[src/rtl/opb_register_bank_ppc2simulink.sv]
// rtl/opb_register_bank_ppc2simulink.sv - OPB slave register bank feeding user_data_out
// Optional double buffering with a commit control word: define OPB_REG_BANK_COMMIT_EN.
module opb_register_bank_ppc2simulink #(
  parameter logic [31:0] C_BASEADDR   = 32'h0100_0300,
  parameter logic [31:0] C_HIGHADDR   = 32'h0100_03FF,
  parameter int          C_OPB_AWIDTH = 32,
  parameter int          C_OPB_DWIDTH = 32,
  parameter string       C_FAMILY     = "virtex5",
  parameter int          C_NUM_REGS   = 4,
  parameter logic [31:0] C_INIT       = 32'h0
) (
  input  logic                        OPB_Clk,
  input  logic                        OPB_Rst,
  input  logic [0:C_OPB_AWIDTH-1]     OPB_ABus,
  input  logic [0:C_OPB_DWIDTH/8-1]   OPB_BE,
  input  logic [0:C_OPB_DWIDTH-1]     OPB_DBus,
  input  logic                        OPB_RNW,
  input  logic                        OPB_select,
  input  logic                        OPB_seqAddr,
  output logic [0:C_OPB_DWIDTH-1]     Sl_DBus,
  output logic                        Sl_xferAck,
  output logic                        Sl_errAck,
  output logic                        Sl_retry,
  output logic                        Sl_toutSup,
  output logic [32*C_NUM_REGS-1:0]    user_data_out,
  output logic                        user_update
);

  localparam bit unused_family = (C_FAMILY == "virtex5");

  logic [31:0] addr;
  logic [31:0] offset;
  logic [31:0] wdata;
  logic [3:0]  be;
  logic [29:0] idx;
  logic        hit;
  logic        ack_q;
  logic [31:0] dbus_q;
  logic        update_q;
  logic        wr_cycle;
  logic        reg_wr;
  logic [31:0] rd_mux;
  logic [31:0] regs_q [C_NUM_REGS];
  logic        unused_bits;

  // OPB bit 0 is the MSB, so plain assignment puts OPB_DBus[0] on bit 31 and OPB_BE[0] on byte 3.
  assign addr   = OPB_ABus;
  assign wdata  = OPB_DBus;
  assign be     = OPB_BE;
  assign offset = addr - C_BASEADDR;
  assign idx    = offset[31:2];
  assign hit    = OPB_select && (addr >= C_BASEADDR) && (addr <= C_HIGHADDR);

  assign wr_cycle = ack_q && hit && !OPB_RNW;
  assign reg_wr   = wr_cycle && (idx < 30'(C_NUM_REGS));

  assign unused_bits = ^{OPB_seqAddr, offset[1:0], unused_family};

  assign Sl_errAck   = 1'b0;
  assign Sl_retry    = 1'b0;
  assign Sl_toutSup  = 1'b0;
  assign Sl_xferAck  = ack_q;
  assign Sl_DBus     = dbus_q;
  assign user_update = update_q;

  function automatic logic [31:0] merge_bytes(input logic [31:0] old_v,
                                              input logic [31:0] new_v,
                                              input logic [3:0]  ben);
    logic [31:0] res;
    for (int j = 0; j < 4; j++) begin
      res[8*j +: 8] = ben[j] ? new_v[8*j +: 8] : old_v[8*j +: 8];
    end
    return res;
  endfunction

`ifdef OPB_REG_BANK_COMMIT_EN
  logic        pending_q;
  logic        ctrl_wr;
  logic [31:0] out_q [C_NUM_REGS];

  // Commit needs the strobe bit with its byte lane enabled.
  assign ctrl_wr = wr_cycle && (idx == 30'(C_NUM_REGS)) && be[0] && wdata[0];
`endif

  always_comb begin
    rd_mux = '0;
    for (int k = 0; k < C_NUM_REGS; k++) begin
      if (idx == 30'(k)) rd_mux = regs_q[k];
    end
`ifdef OPB_REG_BANK_COMMIT_EN
    if (idx == 30'(C_NUM_REGS)) rd_mux = {31'b0, pending_q};
`endif
  end

  // Ack is suppressed in the cycle after an ack, so a held select re-acks every second cycle.
  always_ff @(posedge OPB_Clk) begin
    if (OPB_Rst) begin
      ack_q  <= 1'b0;
      dbus_q <= '0;
    end else begin
      ack_q  <= hit && !ack_q;
      dbus_q <= (hit && !ack_q && OPB_RNW) ? rd_mux : '0;
    end
  end

  always_ff @(posedge OPB_Clk) begin
    if (OPB_Rst) begin
      for (int k = 0; k < C_NUM_REGS; k++) regs_q[k] <= C_INIT;
    end else begin
      for (int k = 0; k < C_NUM_REGS; k++) begin
        if (wr_cycle && (idx == 30'(k))) regs_q[k] <= merge_bytes(regs_q[k], wdata, be);
      end
    end
  end

`ifdef OPB_REG_BANK_COMMIT_EN
  // regs_q act as shadows; out_q only moves on a commit.
  always_ff @(posedge OPB_Clk) begin
    if (OPB_Rst) begin
      pending_q <= 1'b0;
      update_q  <= 1'b0;
      for (int k = 0; k < C_NUM_REGS; k++) out_q[k] <= C_INIT;
    end else begin
      update_q <= ctrl_wr;
      if (ctrl_wr) begin
        pending_q <= 1'b0;
        for (int k = 0; k < C_NUM_REGS; k++) out_q[k] <= regs_q[k];
      end else if (reg_wr) begin
        pending_q <= 1'b1;
      end
    end
  end

  for (genvar k = 0; k < C_NUM_REGS; k++) begin : g_out
    assign user_data_out[32*k +: 32] = out_q[k];
  end
`else
  always_ff @(posedge OPB_Clk) begin
    if (OPB_Rst) update_q <= 1'b0;
    else         update_q <= reg_wr;
  end

  for (genvar k = 0; k < C_NUM_REGS; k++) begin : g_out
    assign user_data_out[32*k +: 32] = regs_q[k];
  end
`endif

endmodule

[config.mk]
export PLATFORM = sky130hd
export DESIGN_NAME = opb_register_bank_ppc2simulink
export DESIGN_NICKNAME = d
export VERILOG_FILES = /design/src/rtl/opb_register_bank_ppc2simulink.sv
export SDC_FILE = /design/constraint.sdc
export NUM_CORES = 1
export LEC_CHECK = 0
export ABC_CLOCK_PERIOD_IN_PS = 2240
export CELL_PAD_IN_SITES_DETAIL_PLACEMENT = 1
export CELL_PAD_IN_SITES_GLOBAL_PLACEMENT = 2
export CORE_ASPECT_RATIO = 0.6
export CORE_MARGIN = 1.5
export CORE_UTILIZATION = 27
export DETAILED_ROUTE_END_ITERATION = 10
export GPL_TIMING_DRIVEN = 0
export PLACE_DENSITY = 0.85
export SLEW_MARGIN = 20
export SYNTH_ARGS = -nofsm -noshare
export SYNTH_HDL_FRONTEND = slang
export SYNTH_SLANG_ARGS = --single-unit
export TNS_END_PERCENT = 1
[constraint.sdc]
create_clock -name OPB_Clk -period 2.24 [get_ports OPB_Clk]
set_input_delay 0.224 -clock OPB_Clk [delete_from_list [all_inputs] [get_ports OPB_Clk]]
set_output_delay 0.224 -clock OPB_Clk [all_outputs]
set_load 0.03 [all_outputs]
==> flow_summary.ini <==
[run_status]
outcome = complete, but fails checks
violations = negative setup slack

[route]
drt-initial-drc-count = 175
wirelength_um = 23920
routed_via_density = 4.600
wl_per_cell_um = 22.67
firstDrtPassIters = 4
drc = 0
antenna_left = 0
routed-via-count = 4853

[logic_synthesis]
synth_adder_area_share_pct = 0
synth_xor_area_share_pct = 0
netlist_area_um2 = 6797
synth_compound_area_share_pct = 2.117
synth_edf_count = 128
ys_types = 33
ys_warn_count = 0
ys_seq_area_share_pct = 66.57
synth_top_family_by_area = simple AND/OR/NAND/NOR gates
muxShareOfSynthArea_pct = 10.60
synthFlopType = edfxtp_1
ys_ff_latch = 162
syn_avg_cell_area_um2 = 14.46
async_flop_share_pct = 0
synth_area_leaders = edfxtp_1, mux4_2, dfxtp_1, nor2_1, nor2b_1
synth_common_cells = edfxtp_1, nor2_1, nand2_1
netlist_instances = 470
synth_top_cell_area_share_pct = 56.55
yosys.area_share.simple_pct = 17.05
yosys.area.top_type = edfxtp_1

[critical_path]
crit_path_start_kind = primary input
max_stage_delay_ps = 590
critical_path.slowest_cell = o21bai_2
crit_path_end_kind = flop
path_class = primary input to flop
critical-path-top-delay-family = simple AND/OR/NAND/NOR gates
worst_ep_required_time_ps = 2310
cp.arrival_ps = 2320
path_cells = clkdlybuf4s50_1 > or4_4 > nor2_4 > nand4_4 > o21bai_2
cp_max_fo = 9
critPathBufInv = 1

[final_layout]
drive_gt1_share_pct = 17.87
syn_to_final_growth_pct = 50.92
diodes = 0
final_net_count = 793

[cts]
clock_latency_ps = 430
path_clk_slew_ps = 60
cts_sinks = 162
ctsHoldBuffers = 0
cts_max_level = 4
cts_buffers = 17
post_cts_buffers = 0
clockBufferDepth = 2
root_buffer = clkbuf_16
cts_tree = built

[power]
vdd_ir_drop_max_uv = 391.3
p_total_mw = 7.208
power.density_nw_per_um2 = 702.7
leakagePower_nw = 3.280

[sta]
skew_ps = 11.18
finalCritPeriodShare_pct = 100.6
setup_viol = 8
fmax_ghz = 0.4436
final.setup.tns_ps = -97.41
worst_pin_slew_ps = 892.3
final.setup.worst_slack_ps = -14.07
drv_slew = 0
period_minus_slack_ps = 2254
rsz0062_at_grt = true
slew_headroom_pct = 40.51
hold_viol_final = 0

[place]
port-buffer-count = 229
dpl.hpwl_um = 17740
place_congestion = 0.7835
dp_slack_ps = -1139

[die]
rows = 44
dieHeight_um = 125.9
pin_count = 238
start_util_pct = 27.81
core_um2 = 24440
dieArea_um2 = 26160
fp.dieW_um = 207.8

[grt]
antenna_found_initial = 0
grt-ovfl-total = 0
grt_pass1_vias = 5196
grt_max_degree = 17
grt_pass1_wl_um = 34760
track_usage_pct = 18.53

[job]
maxCapViolCount = 0

[worst_hold_path]
hp-class = primary input to flop
what timing repair did:
action,4_1_cts,5_1_grt
endpoints found under the setup margin,180,72
pin swaps,0,5
resized for setup,29,6
worst min-delay path, cell delays in order:
cell      delay [ps]
clkbuf_8         170
mux4_2           190
nor2b_1          110
worst paths after layout:
| kind | cells after the start | slack, ps | start | endpoint |
|---|---|---|---|---|
| setup / recovery | 5 | -10 | OPB_ABus[25] | regs_q[0][79]$_SDFFCE_PN0P_ |
| hold / removal | 3 | 310 | OPB_ABus[28] | Sl_DBus[0]$_SDFF_PP0_ |
| setup reg to reg | 4 | 140 | Sl_xferAck$_SDFF_PP0_ | regs_q[0][79]$_SDFFCE_PN0P_ |
| hold reg to reg | 2 | 690 | Sl_xferAck$_SDFF_PP0_ | Sl_xferAck$_SDFF_PP0_ |
cell type report:
type	instances	area, um^2
fillers	2545	14190
flip-flops and latches	162	4524
repair buffers	229	2293
multi-input cells	276	2212
clock buffers	23	510.5
well taps	322	402.9
plain buffers	33	242.7
clock inverters	9	67.56
inverters	1	3.754
metal layers:
metal | wire length [um] | GRT usage [%]
met1 | 11250 | 25.69
met3 | 1629 | 4.963
met4 | 139 | 3.478
met2 | 10900 | 29.39
met5 | 0 | 0
kinds of logic (layout without fill, tap and decap cells):
| logic type | count (synthesis) | in the layout |
|---|---|---|
| flip-flops | 162 | 162 |
| multiplexers | 32 | 32 |
| AO/OA/AOI/OAI | 18 | 18 |
| buffers and inverters | 34 | 295 |
| other | 1 | 3 |
| AND/OR/NAND/NOR | 223 | 223 |
sequential cells by signal, indices dropped and copies added, names as in the netlist:
register / flops
Sl_DBus: 32
Sl_xferAck: 1
regs_q: 128
user_update: 1
placed cells by master (no fill, tap or decap), types with 3 or more instances in the layout:
master / n
buf_2: 9
buf_4: 3
buf_6: 10
clkbuf_1: 10
clkbuf_16: 19
clkbuf_8: 4
clkdlybuf4s50_1: 227
clkinvlp_4: 3
conb_1: 3
dfxtp_1: 34
edfxtp_1: 128
mux4_2: 32
nand2_1: 37
nand4_4: 3
nor2_1: 128
nor2b_1: 23
nor2b_2: 10
o21bai_4: 14
report_power, final:
group	switching, mW	leakage, nW	internal, mW
logic	0.462	1.52	0.445
registers	0.0796	1.49	3.36
clock network	1.25	0.276	1.62
total	1.79	3.28	5.42
metrics by stage:
stage | instances | hold slack, ps | utilization (%) | instance area (um^2)
finish | 1055 | 310.7 | 41.96 | 10260
global route | 1055 | 319.4 | 41.96 | 10260
CTS | 1055 | 291.8 | 41.80 | 10220
detailed placement | 1023 | 684.5 | 38.86 | 9499
global placement | 1023 | 659.0 | 38.86 | 9499
floorplan | 472 | 481.1 | - | 6804
No activity file was read; power rests on OpenSTA's default activity.
